$ cat src/rtl/tmds_decoder_pkg.sv
// Shared constants for the TMDS decoder: control tokens, alignment FSM encoding,
// bit-slip offset width.
package tmds_decoder_pkg;

  localparam int OFFSET_W = 4;

  localparam logic [9:0] TOK_C00 = 10'h354;
  localparam logic [9:0] TOK_C01 = 10'h0AB;
  localparam logic [9:0] TOK_C10 = 10'h154;
  localparam logic [9:0] TOK_C11 = 10'h2AB;

  localparam logic [0:0] ST_SEARCH = 1'b0;
  localparam logic [0:0] ST_LOCKED = 1'b1;

endpackage

$ cat src/rtl/tmds_symbol_decode.sv
// Combinational 10b symbol decode: control token detection plus TMDS data
// (DC-balance un-inversion and XOR/XNOR chain reversal).
module tmds_symbol_decode
  import tmds_decoder_pkg::*;
(
  input  logic [9:0] sym,
  output logic [7:0] data,
  output logic [1:0] c,
  output logic       is_token
);

  logic [7:0] d;

  assign d = sym[9] ? ~sym[7:0] : sym[7:0];

  always_comb begin
    data     = 8'h00;
    c        = 2'b00;
    is_token = 1'b1;
    case (sym)
      TOK_C00: c = 2'b00;
      TOK_C01: c = 2'b01;
      TOK_C10: c = 2'b10;
      TOK_C11: c = 2'b11;
      default: begin
        is_token = 1'b0;
        data[0]  = d[0];
        for (int i = 1; i < 8; i++)
          data[i] = sym[8] ? (d[i] ^ d[i-1]) : ~(d[i] ^ d[i-1]);
      end
    endcase
  end

endmodule

$ cat src/rtl/tmds_decoder.sv
// TMDS channel decoder with blanking-run based word alignment (bit slip search).
// Optional saturating error counter enabled by TMDS_DECODER_ERRCNT_EN.
module tmds_decoder
  import tmds_decoder_pkg::*;
#(
  parameter int C_window = 2048,
  parameter int C_run    = 8,
  parameter int C_loss   = 4
) (
  input  logic                clk_pixel,
  input  logic                reset,
  input  logic [9:0]          in_word,
  output logic [7:0]          out_data,
  output logic [1:0]          out_c,
  output logic                out_de,
  output logic                locked,
  output logic [OFFSET_W-1:0] offset
`ifdef TMDS_DECODER_ERRCNT_EN
  ,
  output logic [15:0]         err_count
`endif
);

  localparam int WIN_W  = (C_window > 2) ? $clog2(C_window) : 1;
  localparam int RUN_W  = $clog2(C_run + 1);
  localparam int LOSS_W = $clog2(C_loss + 1);

  localparam logic [WIN_W-1:0]  WIN_LAST  = WIN_W'(C_window - 1);
  localparam logic [RUN_W-1:0]  RUN_MAX   = RUN_W'(C_run);
  localparam logic [RUN_W-1:0]  RUN_LAST  = RUN_W'(C_run - 1);
  localparam logic [LOSS_W-1:0] LOSS_LAST = LOSS_W'(C_loss - 1);

  logic [19:0]       hist;
  logic [19:0]       hist_nxt;
  logic [9:0]        aligned;
  logic [0:0]        state;
  logic [WIN_W-1:0]  win_cnt;
  logic [RUN_W-1:0]  run_cnt;
  logic [LOSS_W-1:0] loss_cnt;
  logic              run_seen;

  logic [7:0] dec_data;
  logic [1:0] dec_c;
  logic       dec_tok;
  logic       run_ev;
  logic       win_end;
  logic       slip;
  logic       miss;

  assign hist_nxt = {in_word, hist[19:10]};

  tmds_symbol_decode u_dec (
    .sym      (aligned),
    .data     (dec_data),
    .c        (dec_c),
    .is_token (dec_tok)
  );

  // A run event wins over a simultaneous window expiry.
  assign run_ev  = dec_tok && (run_cnt == RUN_LAST);
  assign win_end = (win_cnt == WIN_LAST);
  assign slip    = (state == ST_SEARCH) && win_end && !run_ev;
  assign miss    = (state == ST_LOCKED) && win_end && !(run_seen || run_ev);
  assign locked  = (state == ST_LOCKED);

  always_ff @(posedge clk_pixel) begin
    if (reset) begin
      hist     <= '0;
      aligned  <= '0;
      out_data <= '0;
      out_c    <= '0;
      out_de   <= 1'b0;
      state    <= ST_SEARCH;
      offset   <= '0;
      win_cnt  <= '0;
      run_cnt  <= '0;
      loss_cnt <= '0;
      run_seen <= 1'b0;
    end else begin
      hist <= hist_nxt;
      // Slice the post-shift history so in_word reaches the outputs in 3 edges.
      aligned <= hist_nxt[offset +: 10];

      if (dec_tok) begin
        out_de   <= 1'b0;
        out_data <= 8'h00;
        out_c    <= dec_c;
      end else begin
        out_de   <= 1'b1;
        out_data <= dec_data;
      end

      if (!dec_tok)
        run_cnt <= '0;
      else if (run_cnt != RUN_MAX)
        run_cnt <= run_cnt + 1'b1;

      win_cnt <= win_end ? '0 : win_cnt + 1'b1;

      case (state)
        ST_SEARCH: begin
          if (run_ev) begin
            state    <= ST_LOCKED;
            win_cnt  <= '0;
            loss_cnt <= '0;
            run_seen <= 1'b0;
          end else if (win_end) begin
            offset  <= (offset == OFFSET_W'(9)) ? '0 : offset + 1'b1;
            run_cnt <= '0;
          end
        end
        default: begin
          if (win_end) begin
            run_seen <= 1'b0;
            if (run_seen || run_ev) begin
              loss_cnt <= '0;
            end else if (loss_cnt == LOSS_LAST) begin
              state    <= ST_SEARCH;
              loss_cnt <= '0;
            end else begin
              loss_cnt <= loss_cnt + 1'b1;
            end
          end else if (run_ev) begin
            run_seen <= 1'b1;
          end
        end
      endcase
    end
  end

`ifdef TMDS_DECODER_ERRCNT_EN
  always_ff @(posedge clk_pixel) begin
    if (reset)
      err_count <= '0;
    else if ((slip || miss) && (err_count != 16'hFFFF))
      err_count <= err_count + 1'b1;
  end
`else
  logic unused_err;
  assign unused_err = slip ^ miss;
`endif

endmodule

$ cat config.mk
export PLATFORM = sky130hd
export DESIGN_NAME = tmds_decoder
export DESIGN_NICKNAME = d
export VERILOG_FILES = /design/src/rtl/tmds_decoder_pkg.sv /design/src/rtl/tmds_symbol_decode.sv /design/src/rtl/tmds_decoder.sv
export SDC_FILE = /design/constraint.sdc
export NUM_CORES = 1
export LEC_CHECK = 0
export BUFFER_PORTS_ARGS = -buffer_cell sky130_fd_sc_hd__buf_2
export CAP_MARGIN = 5
export CORE_ASPECT_RATIO = 1.5
export CORE_MARGIN = 10
export CORE_UTILIZATION = 50
export CTS_BUF_LIST = sky130_fd_sc_hd__clkbuf_4 sky130_fd_sc_hd__clkbuf_8
export DETAILED_ROUTE_END_ITERATION = 12
export HOLD_SLACK_MARGIN = 0.12
export PLACE_DENSITY = 0.77
export SLEW_MARGIN = 20
export SYNTH_ARGS = -nofsm -noshare
export SYNTH_HDL_FRONTEND = slang
export SYNTH_SLANG_ARGS = --single-unit
$ cat constraint.sdc
create_clock -name clk_pixel -period 2.37 [get_ports clk_pixel]
set_input_delay 0.1185 -clock clk_pixel [delete_from_list [all_inputs] [get_ports clk_pixel]]
set_output_delay 0.1185 -clock clk_pixel [all_outputs]
set_load 0.02 [all_outputs]
Yosys cells after proc, flatten, opt, wreduce, memory -nomap -nowiden
Index checks and enable logic that the tools add are counted.
{"block": "totals", "word_cells": 86, "out_inout_bits": 16, "in_bits": 12, "register_bits": 65}
{"block": "op_classes", "add_sub_neg": 4, "n_bitwise": 17, "reduce_logical": 9, "n_mux": 34, "eq_ne": 10, "shift": 1}
{"op": "two-way mux 11 bit", "count": 3}
{"op": "two-way mux 4 bit", "count": 6}
{"op": "equality test 10 bit, second input constant", "count": 2}
{"op": "indexed part select 20 x 5 -> 10 bit", "count": 1}
{"op": "two-way mux 1 bit", "count": 18}
{"op": "two-way mux 3 bit", "count": 5}
{"op": "adder 11 x 1 -> 11 bit, second input constant", "count": 1}
{"op": "equality test 11 bit, second input constant", "count": 1}
{"op": "equality test 10 x 8 -> 1 bit, second input constant", "count": 1}
{"op": "equality test 10 x 9 -> 1 bit, second input constant", "count": 1}
{"op": "inverter 1 bit", "count": 9}
{"op": "adder 4 x 1 -> 4 bit, second input constant", "count": 2}
{"op": "two-way mux 8 bit", "count": 1}
{"op": "inverter 8 bit", "count": 1}
{"op": "bitwise XOR 1 bit", "count": 7}
{"op": "one-hot mux 2 bit (3 select lines)", "count": 1}
{"op": "OR reduction 6 bit", "count": 1}
{"op": "equality test 4 x 3 -> 1 bit, second input constant", "count": 1}
{"op": "equality test 4 bit, second input constant", "count": 1}
{"op": "inequality test 4 bit, second input constant", "count": 1}
{"op": "AND reduction 2 bit", "count": 2}
{"op": "nonzero test 2 bit", "count": 2}
{"op": "OR reduction 4 bit", "count": 1}
{"op": "adder 3 x 1 -> 3 bit, second input constant", "count": 1}
{"op": "other kinds (5)", "count": 5}

Logic depth before layout (Yosys ltp)
Gate-level depths: netlist of run 1.
{"block": "logic_depth", "ltp_word": 8, "ltp_mapped": 7, "depth_no_buf": 7}

Hierarchy
Synthesis of run 1 repeated with hierarchy kept, for this count alone.
{"block": "hier_totals", "hier_cells": 300, "hier_area_um2": 3045.4}
{"mod": "tmds_decoder", "area_each_um2": 2653.8, "cells_each": 256, "n_inst": 1, "seq_area_each_um2": 1101.1}
{"mod": "tmds_symbol_decode", "area_each_um2": 391.6, "cells_each": 44, "n_inst": 1, "seq_area_each_um2": 0.0}

Worst setup path before layout of run 1
No wires, ideal clock.
{"block": "synth_path", "path_kind": "register to register", "start": "reg win_cnt[0]", "end": "reg loss_cnt[0]", "path_buffers": 0, "setup_ns": 0.087, "slack_ns": 0.600, "path_stages_with_launch": 7, "required_ns": 2.283, "t_arrival_ns": 1.683, "period_less_slack_ns": 1.770, "path_cell_list": "dfxtp_1 > ha_1 > nand4_2 > or3_2 > nor2_1 > nand4_1 > o31ai_1"}
{"block": "synth_via", "elab_chain_len": 3}
{"element": "from (decl)", "line": "tmds_decoder.sv:37", "source": "logic [WIN_W-1:0] win_cnt;"}
{"element": "from (signal assigned)", "line": "tmds_decoder.sv:98", "source": "win_cnt <= win_end ? '0 : win_cnt + 1'b1;"}
{"element": "equality test 11 bit", "line": "tmds_decoder.sv:61", "source": "assign win_end = (win_cnt == WIN_LAST);"}
{"element": "inequality test 2 x 1 -> 1 bit (no line)"}
{"element": "AND reduction 2 bit (no line)"}
{"element": "to (signal assigned)", "line": "tmds_decoder.sv:121", "source": "loss_cnt <= loss_cnt + 1'b1;"}
{"element": "to (decl)", "line": "tmds_decoder.sv:39", "source": "logic [LOSS_W-1:0] loss_cnt;"}
No other way between the ends.
A chain may end at the register's enable or synchronous reset.

Worst setup path after layout of run 1
Same ends and word-level chain as after synthesis.

==> results.md, run 1 <==
- Starting Density: 51.7%
- Hold slack: 0.258 ns
- Dpl hpwl: 4390 um
- CP startpoint kind: flip-flop
- Clk sinks: 55
- Slew @ Worst Pin: 0.621 ns
- CP Max Fanout: 5
- Hold Path Stages: 2
- Final Util: 58.6%
- Dpl ws: 0.437 ns
- Most frequent cells in the layout: 55 x dfxtp_1, 38 x nor2_1, 27 x buf_2
- Register Area: 1100 um2
- I/O pins: 28
- Mapped Nets: 339
- Clock-pin slew on the worst setup and hold paths: 0.10 ns
- DR vias/cell: 5.40
- CTS Root Cell: clkbuf_8
- Skew-Pair Late Insertion Delay: 0.32 ns
- DR iter-0 viols: 103
- Max Cap Violations: 0
- Fin worst setup slack: 0.410 ns
- Cells on worst reg2reg path: 6
- Total global-route track usage: 13.3%
- Cell Area, Placed: 3000 um2
- Max frequency: 510 MHz
- Final instance area: 3190 um2
- Max-Slew Margin vs Limit: 58.6%
- Final Skew: 0.0164 ns
- Top FF cell, synth: dfxtp_1
- Grt total ovfl: 0
- Initial antenna violation count: 0
- Post-CTS setup buffers: 0
- Port Buffers: 27
- Synth Cell Area: 2820 um2
- DRC: 0
- Final Hold Viols: 0
- First-pass GRT wire length: 10000 um
- CTS Buf Count: 5
- H-Tree Depth: 2
- Crit Path Class: flip-flop to flip-flop
- Post-route ant nets: 0
- Sequential Power Share: 58.4%
- EDFF count, synth: 0
- Reg2reg end: loss_cnt[0]$_SDFFE_PP0P_
- Area grow syn2layout: 13.3%
- Final Slew Violations: 0
- Largest net degree at the start of global routing: 29
- Synth top area share: 39.1%
- Core area: 5450 um2
- Clock Tree Buf Depth: 2
- 1st-pass router iterations: 4
- Layout cells sized above 1: 16.2%
- Area occupied by multi-input gates: 1590 um2
- Avg WL per Cell: 13.9 um
- Vias in the first global route: 2296
- FILL cells: 492
- Worst-case vdd ir drop: 0.235 mV
- Cell internal pwr: 1.26 mW
- Setup crit end kind: flip-flop
- Ys Warns: 0
- Largest cells by area after synthesis: dfxtp_1 39%, mux2i_1 8.9%, xnor2_1 5.3%
- Total negative setup slack: 0 ns
- R2R setup slack: 0.41 ns
- Leakage power: 1.32 nW
- CTS Hold Bufs: 10
- # rows: 33
- Final nets: 372
- Distinct cell type count after synthesis: 51
- Final setup vio count: 0
- Post-synth top area cell: dfxtp_1
- CTS tree: yes
- Die span in x: 81.3 um
- Diode count: 0
- Most common cell after layout, fill and taps aside: dfxtp_1
- Worst hold path class: input port to flip-flop
- RSZ-0062 raised after global routing: false
- PostCTS Resize Cnt: 0
- DRT Wirelength: 5850 um
- Worst Path Arrival: 2.18 ns
- Sw Share: 24.9%
- Part of the Yosys area used for sequential elements: 39.1%
- R2r startpoint: win_cnt[0]$_SDFF_PP0_
- Status: finished, final reports clean
- Fraction of registers with async set/reset: 0%
- Die area: 9100 um2
- Die Ht: 112 um
- Hold_sp: reset
- Worst EP required: 2.59 ns
- Comb pwr share: 10.3%
- Tmin final: 1.96 ns
- GPL Wtd Cong: 0.852
- Clock power frac: 31.3%
- Post-Syn Area per Cell: 8.88 um2
- Sw power: 0.417 mW
- Hold EP: hist[19]$_SDFF_PP0_
- PwrDens: 524 nW/um2
- Cells after synthesis: 317
- Vias: 2272
- Tcrit/Tclk final: 82.7%
- Post-synthesis register bit count: 55
==> registers in the layout (all words and copies together) (netlist names) <==
name and count:
win_cnt 11, run_seen 1, out_data 8, offset 4
hist 10, loss_cnt 3, out_c 2, aligned 10
locked 1, run_cnt 4, out_de 1
==> kinds of logic after synthesis <==
logic type / Yosys count / synth area share (%)
XOR/XNOR: 23 / 7.15
multiplexers: 32 / 12.5
buffers and inverters: 31 / 4.49
adder cells (fa/ha/maj): 10 / 4.44
flip-flops: 55 / 39.1
AO/OA/AOI/OAI: 52 / 11.9
AND/OR/NAND/NOR: 114 / 20.4
==> critical path: stages, from the launching register on <==
cell     delay [ns]
dfxtp_1        0.38
ha_1           0.23
nand4_2        0.18
or3_2          0.54
nor2_1         0.30
nand4_1        0.14
o31ai_1        0.09
==> stage by stage <==
stage                     total power, mW  std cells
after global routing                 1.74        421
after global placement               1.16        403
after CTS                            1.69        421
final                                1.67        421
after detailed placement             1.16        403
after floorplan                      1.11        317
==> Yosys cell counts, types with 3 or more instances <==
master / instances
a211oi_1: 3
ha_1: 10
nand2b_1: 3
dfxtp_1: 55
xor2_1: 6
xnor2_1: 17
and3_1: 6
mux2_2: 5
inv_1: 15
nand3_1: 10
o21ai_0: 9
nor2b_1: 12
o22ai_1: 6
a21oi_1: 17
mux2i_1: 25
nor2_1: 38
nor3_1: 4
buf_2: 5
o31ai_1: 4
nand4_1: 4
clkbuf_1: 7
nand2_1: 22
==> power by group through the flow <==
stage	sequential, mW	clock, mW	combinational [mW]
after floorplan	1.01	0	0.0972
after global placement	0.998	0	0.158
after detailed placement	0.999	0	0.160
after CTS	0.978	0.535	0.173
after global routing	0.982	0.564	0.191
final	0.977	0.523	0.173
==> worst max path at each step <==
stage                                startpoint  slack [ns]                  endpoint
after floorplan           win_cnt[0]$_SDFF_PP0_        0.60  loss_cnt[0]$_SDFFE_PP0P_
after global placement    win_cnt[0]$_SDFF_PP0_        0.50    offset[1]$_SDFFE_PP0P_
after detailed placement  win_cnt[0]$_SDFF_PP0_        0.44  loss_cnt[0]$_SDFFE_PP0P_
after CTS                 win_cnt[0]$_SDFF_PP0_        0.40  loss_cnt[0]$_SDFFE_PP0P_
after global routing      aligned[5]$_SDFF_PP0_        0.29     run_seen$_SDFFE_PP0P_
final                     win_cnt[0]$_SDFF_PP0_        0.41  loss_cnt[0]$_SDFFE_PP0P_
==> per-layer routing <==
layer / vias up / track usage, % / routed length [um]
met2: 48 / 24.3 / 2960
met3: 12 / 3.46 / 287
met1: 1050 / 13.7 / 2460
li1: 1162 / - / -
met4: 0 / 5.10 / 148
met5: - / 0 / 0
==> area by class of cell <==
cell class	instances	area share, %
multi-input combinational	231	49.8
timing repair buffer	41	8.31
inverter	16	1.88
clock buffer	6	2.39
sequential	55	34.5
tap	70	2.74
clock inverter	2	0.392
Power figures use the tool's default switching activity.
==> inputs of run 2 (changes only) <==
--- a/config.mk
+++ b/config.mk
@@ -5,6 +5,7 @@
 export SDC_FILE = /design/constraint.sdc
 export NUM_CORES = 1
 export LEC_CHECK = 0
+export ABC_AREA = 1
 export BUFFER_PORTS_ARGS = -buffer_cell sky130_fd_sc_hd__buf_2
 export CAP_MARGIN = 5
 export CORE_ASPECT_RATIO = 1.5
@@ -13,7 +14,7 @@
 export CTS_BUF_LIST = sky130_fd_sc_hd__clkbuf_4 sky130_fd_sc_hd__clkbuf_8
 export DETAILED_ROUTE_END_ITERATION = 12
 export HOLD_SLACK_MARGIN = 0.12
-export PLACE_DENSITY = 0.77
+export PLACE_DENSITY = 0.8
 export SLEW_MARGIN = 20
 export SYNTH_ARGS = -nofsm -noshare
 export SYNTH_HDL_FRONTEND = slang
==> constraint.sdc (replaced) <==
create_clock -name clk_pixel -period 1.7 [get_ports clk_pixel]
set_input_delay 0.085 -clock clk_pixel [delete_from_list [all_inputs] [get_ports clk_pixel]]
set_output_delay 0.085 -clock clk_pixel [all_outputs]
set_load 0.02 [all_outputs]
==> results.md, run 2 <==
- Status: finished, final reports clean
- Leakage power: 1.53 nW (+16%)
- DRC: 0 (unchanged)
- # rows: 34 (+3.0%)
- Register Area: 1100 um2 (+0.11%)
- Tmin final: 1.54 ns (-0.422 ns)
- Final instance area: 3500 um2 (+9.7%)
- Area occupied by multi-input gates: 1640 um2 (+3.2%)
- Distinct cell type count after synthesis: 32 (-37%)
- Max Cap Violations: 0 (unchanged)
- Post-route ant nets: 0 (unchanged)
- Die area: 9710 um2 (+6.7%)
- DR iter-0 viols: 178 (+73%)
- Tcrit/Tclk final: 90.5% (+7.8 points)
- DR vias/cell: 5.14 (-4.8%)
- Crit path largest cell delay: 0.39 ns (-0.15 ns)
- R2R setup slack: 0.16 ns (-0.25 ns)
- Worst path most repeated cell: nor2_4
- Total negative setup slack: 0 ns (unchanged)
- Synth cell count leaders: 91 x nand2_1, 59 x nand3_1, 57 x inv_1
- Clock Tree Buf Depth: 2 (unchanged)
- Core area: 5870 um2 (+7.7%)
- CTS Buf Count: 5 (unchanged)
- CTS Root Cell: clkbuf_8
- Post-CTS setup buffers: 0 (unchanged)
- Final Skew: 0.0112 ns (-0.00517 ns)
- CP max stage cell: dfxtp_2
- Port Buffers: 27 (unchanged)
- Total global-route track usage: 14.2% (+0.91 points)
- Number of cells after detailed placement: 524 (+30%)
- Avg WL per Cell: 12.4 um (-11%)
- Cells after synthesis: 432 (+36%)
- Post-synthesis register bit count: 55 (unchanged)
- Post-Layout Cell Count: 542 (+29%)
- Hold_sp: reset
- Largest cells by area after synthesis: dfxtp_1 36%, nand2_1 11%, nand3_1 9.7%
- CP Max Fanout: 6 (+1)
- First-pass GRT wire length: 11800 um (+18%)
- Top FF cell, synth: dfxtp_1
- Worst EP required: 1.89 ns (-0.70 ns)
- Largest regs: win_cnt (11), aligned (10), hist (10)
- Final Slew Violations: 0 (unchanged)
- EDFF count, synth: 0 (unchanged)
- Worst Path Arrival: 1.73 ns (-0.45 ns)
- Diode count: 0 (unchanged)
- Layout cells sized above 1: 14.3% (-2.0 points)
- 1st-pass router iterations: 4 (unchanged)
- Largest net degree at the start of global routing: 23 (-21%)
- Setup crit end kind: flip-flop
- Worst-case vdd ir drop: 0.429 mV (+82%)
- Synth Cell Area: 3060 um2 (+8.5%)
- Crit-path leading delay family: simple AND/OR/NAND/NOR gates
- Post-Syn Area per Cell: 7.08 um2 (-20%)
- CP startpoint kind: flip-flop
- I/O pins: 28 (unchanged)
- Mapped Nets: 454 (+34%)
- Final nets: 491 (+32%)
- Clock-pin slew on the worst setup and hold paths: 0.10 ns (about the same)
- FILL cells: 562 (+14%)
- Buffers & Inverters on Critical Path: 1 (+1)
- PwrDens: 746 nW/um2 (+42%)
- Skew-Pair Late Insertion Delay: 0.31 ns (about the same)
- Post-synth top area cell: dfxtp_1
- Dpl hpwl: 5160 um (+17%)
- Hold Path Stages: 2 (unchanged)
- Most common cell after layout, fill and taps aside: nand2_1
- Die Ht: 116 um (+3.4%)
- Slew @ Worst Pin: 0.384 ns (-0.236 ns)
- Final setup vio count: 0 (unchanged)
- Ys Warns: 0 (unchanged)
- Count leader, synth: nand2_1
- Area grow syn2layout: 14.6%
- DRT Wirelength: 6720 um (+15%)
- Max-Slew Margin vs Limit: 74.3% (+16 points)
- Crit Path Class: flip-flop to flip-flop
- Initial antenna violation count: 0 (unchanged)
- RSZ-0062 raised after global routing: false
- Worst hold path class: input port to flip-flop
- GPL Wtd Cong: 0.923 (+8.3%)
- Cell Area, Placed: 3260 um2 (+8.7%)
- Most frequent cells in the layout: 91 x nand2_1, 59 x nand3_1, 57 x inv_1
- Starting Density: 52.1% (+0.39 points)
- Biggest register: win_cnt
- Max frequency: 650 MHz (+27%)
- Reg2reg end: loss_cnt[1]$_SDFFE_PP0P_
- Grt total ovfl: 0 (unchanged)
- Vias in the first global route: 2695 (+17%)
- Crit-path cells: ha_1, nand2_1, nor2_4, nand3_4, nor2_4, inv_1, nand3_1, a21oi_1
- Max reg flops: 11 (unchanged)
- Fraction of registers with async set/reset: 0% (unchanged)
- CTS tree: yes
- Die span in x: 83.8 um (+3.1%)
- Synth top area share: 36.0% (-3.1 points)
- R2r startpoint: win_cnt[0]$_SDFF_PP0_
- Hold EP: hist[13]$_SDFF_PP0_
- Vias: 2785 (+23%)
- Final Hold Viols: 0 (unchanged)
- H-Tree Depth: 2 (unchanged)
- Clk sinks: 55 (unchanged)
- Part of the Yosys area used for sequential elements: 36.0% (-3.1 points)
- Cells on worst reg2reg path: 8 (+2)
[run 2: metal layers]
layer  wire length (um)  track usage [%]  share of wire, %  vias up
met3                310             2.74               4.6       14
met1               2800             15.8                42     1252
li1                   -                -                 -     1456
met2               3450             25.4                51       63
met5                  0                0                 0        -
met4                152             6.83               2.3        0
[run 2: worst max-delay path by stage]
stage / from / to / slack, ns / cells past startpoint
6_report: win_cnt[0]$_SDFF_PP0_ / loss_cnt[1]$_SDFFE_PP0P_ / 0.16 / 8
5_1_grt: aligned[1]$_SDFF_PP0_ / win_cnt[9]$_SDFF_PP0_ / 0.02 / 11
4_1_cts: win_cnt[0]$_SDFF_PP0_ / loss_cnt[1]$_SDFFE_PP0P_ / 0.09 / 8
3_5_place_dp: win_cnt[0]$_SDFF_PP0_ / loss_cnt[0]$_SDFFE_PP0P_ / 0.11 / 8
3_3_place_gp: win_cnt[0]$_SDFF_PP0_ / loss_cnt[1]$_SDFFE_PP0P_ / 0.21 / 8
2_1_floorplan: win_cnt[0]$_SDFF_PP0_ / loss_cnt[1]$_SDFFE_PP0P_ / 0.28 / 8
[run 2: kinds of logic after synthesis]
kind of cell | Yosys count | synth area share, %
fa+ha+maj | 10 | 4.09
mux | 1 | 0.368
compound gates | 42 | 8.15
flops | 55 | 36.0
buf+inv | 76 | 10.3
simple gates | 229 | 35.6
xor+xnor | 19 | 5.44
[run 2: power by group]
group | leakage, nW | internal (mW) | switching (mW)
sequential | 0.451 | 1.34 | 0.0253
combinational | 1.02 | 0.0991 | 0.139
clock | 0.0644 | 0.587 | 0.428
[run 2: area by class of cell]
cell class | instances | area share [%]
timing repair buffer | 46 | 8.65
tap | 72 | 2.57
sequential | 55 | 31.5
clock buffer | 5 | 1.96
inverter | 60 | 6.57
multi-input combinational | 301 | 46.8
clock inverter | 3 | 1.93
[run 2: repair_timing]
action                                  4_1_cts  5_1_grt
hold buffers                                 10        0
gates resized for setup                       0        1
endpoints found under the hold margin        10        0
endpoints found under the setup margin        0        2
[run 2: stage by stage]
step / power [mW] / utilization, % / setup slack [ns] / hold slack, ns
floorplan: 1.54 / - / 0.279 / 0.169
global placement: 1.61 / 55.6 / 0.207 / 0.319
detailed placement: 1.61 / 55.6 / 0.111 / 0.320
CTS: 2.63 / 59.6 / 0.0885 / 0.122
global route: 2.72 / 59.7 / 0.0243 / 0.134
finish: 2.61 / 59.7 / 0.162 / 0.128
==> inputs of run 3 (changes only) <==
==> constraint.sdc (replaced) <==
create_clock -name clk_pixel -period 1.3 [get_ports clk_pixel]
set_input_delay 0.065 -clock clk_pixel [delete_from_list [all_inputs] [get_ports clk_pixel]]
set_output_delay 0.065 -clock clk_pixel [all_outputs]
set_load 0.02 [all_outputs]
==> results.md, run 3 (synthesized netlist as in run 2, its figures left out) <==
- Slew @ Worst Pin: 0.325 ns (-0.0596 ns)
- Layout cells sized above 1: 33.1% (+19 points)
- CP max stage cell: dfxtp_4
- Area grow syn2layout: 34.1%
- DR vias/cell: 5.32 (+3.5%)
- CP Depth: 8 (unchanged)
- Biggest register: win_cnt
- Final Slew Violations: 0 (unchanged)
- Port Buffers: 27 (unchanged)
- Grt total ovfl: 0 (unchanged)
- Largest net degree at the start of global routing: 23 (unchanged)
- Setup crit end kind: flip-flop
- Crit path largest cell delay: 0.37 ns (-0.02 ns)
- Skew-Pair Late Insertion Delay: 0.31 ns (about the same)
- Dpl hpwl: 5700 um (+10%)
- Post-route ant nets: 0 (unchanged)
- Die Ht: 116 um (unchanged)
- Tcrit/Tclk final: 114% (+23 points)
- Hold Path Stages: 2 (unchanged)
- Worst path most repeated cell: nand2_2
- Clock Tree Buf Depth: 2 (unchanged)
- H-Tree Depth: 2 (unchanged)
- Die area: 9710 um2 (unchanged)
- Cells on worst reg2reg path: 8 (unchanged)
- Avg WL per Cell: 13.9 um (+12%)
- Final nets: 532 (+8.4%)
- Vias: 3102 (+11%)
- DRC: 0 (unchanged)
- Final Util: 69.8% (+10 points)
- RSZ-0062 raised after global routing: true
- Failing checks: setup timing
- Most common cell after layout, fill and taps aside: nand2_1
- Buffers & Inverters on Critical Path: 2 (+1)
- PwrDens: 761 nW/um2 (+2.0%)
- Worst hold path class: input port to flip-flop
- Final instance area: 4100 um2 (+17%)
- Fin worst setup slack: -0.179 ns (-0.341 ns)
- Core area: 5870 um2 (unchanged)
- Final Skew: 0.0114 ns (+0.000247 ns)
- Most frequent cells in the layout: 83 x nand2_1, 57 x nand3_1, 45 x inv_1
- CP startpoint kind: flip-flop
- Vias in the first global route: 3055 (+13%)
- Dpl ws: -0.170 ns (-0.281 ns)
- Diode count: 0 (unchanged)
- Status: finished with violations
- Number of cells after detailed placement: 558 (+6.5%)
- Worst Path Arrival: 1.72 ns (about the same)
- Final setup vio count: 32 (+32)
- Clk sinks: 55 (unchanged)
- Max-Slew Margin vs Limit: 78.2% (+3.8 points)
- I/O pins: 28 (unchanged)
- Leakage power: 1.73 nW (+13%)
- Largest regs: win_cnt (11), aligned (10), hist (10)
- Crit-path leading delay family: flip-flops
- GPL Wtd Cong: 0.915 (-0.81%)
- Crit-path cells: inv_2, ha_4, nand2_2, nor2_2, nand2_2, buf_4, mux2_2, a21oi_1
- # rows: 34 (unchanged)
- Post-Layout Cell Count: 583 (+7.6%)
- First-pass GRT wire length: 13000 um (+9.7%)
- CTS Buf Count: 5 (unchanged)
- CTS Root Cell: clkbuf_8
- CP Max Fanout: 3 (-3)
- Tmin final: 1.48 ns (-0.0594 ns)
- CTS Hold Bufs: 10 (unchanged)
- Max reg flops: 11 (unchanged)
- CTS tree: yes
- Worst EP required: 1.54 ns (-0.35 ns)
- Initial antenna violation count: 0 (unchanged)
- Total negative setup slack: -3.31 ns (-3.31 ns)
- Die span in x: 83.8 um (unchanged)
- Final Hold Viols: 0 (unchanged)
- Cell Area, Placed: 3590 um2 (+9.9%)
- 1st-pass router iterations: 4 (unchanged)
- DRT Wirelength: 8130 um (+21%)
- Crit Path Class: flip-flop to flip-flop
- Total global-route track usage: 15.7% (+1.5 points)
- Max frequency: 676 MHz (+4.0%)
- Max Cap Violations: 0 (unchanged)
- Starting Density: 52.1% (unchanged)
- Clock-pin slew on the worst setup and hold paths: 0.10 ns (about the same)
- DR iter-0 viols: 189 (+6.2%)
- Worst-case vdd ir drop: 0.439 mV (+2.2%)
## run 3: timing repair
action | in CTS | in global routing
endpoints found under the hold margin | 15 | 5
pin swaps | 5 | 10
resized for setup | 36 | 51
buffers inserted | 2 | 2
gates cloned | 2 | 1
setup endpoints to repair | 42 | 43
## run 3: path summary, 6_finish.rpt
| path | startpoint | endpoint | slack (ns) |
|---|---|---|---|
| worst min-delay path | reset | loss_cnt[0]$_SDFFE_PP0P_ | 0.1 |
| worst max register to register | aligned[5]$_SDFF_PP0_ | out_c[1]$_SDFFE_PP0N_ | -0.18 |
| worst min register to register | loss_cnt[2]$_SDFFE_PP0P_ | loss_cnt[2]$_SDFFE_PP0P_ | 0.47 |
| worst max-delay path | aligned[5]$_SDFF_PP0_ | out_c[1]$_SDFFE_PP0N_ | -0.18 |
## run 3: final cells by class
cell class              instances  area (um2)
repair buffers                 85         657
multi-input cells             302        1890
inverters                      60         241
repair inverters                1        5.00
flip-flops and latches         55        1130
clock inverters                 3        20.0
clock buffers                   5        68.8
fillers                       458        1770
well taps                      72        90.1
## run 3: report_power, final
group	internal [mW]	switching [mW]
Clock	0.376	0.576
Combinational	0.175	0.217
Sequential	1.74	0.0344
## run 3: per-layer routing
layer	vias up	part of all wire, %	GRT usage (%)
li1	1544	-	-
met1	1436	39	15.3
met2	96	53	30.0
met3	26	4.8	3.72
met4	0	3.2	8.17
met5	-	0	0
## run 3: metrics by stage
step / power (mW) / hold WS (ns)
6_report: 3.12 / 0.0959
5_1_grt: 3.25 / 0.0767
4_1_cts: 3.12 / 0.0354
3_5_place_dp: 2.15 / 0.302
3_3_place_gp: 2.13 / 0.297
2_1_floorplan: 2.02 / 0.149
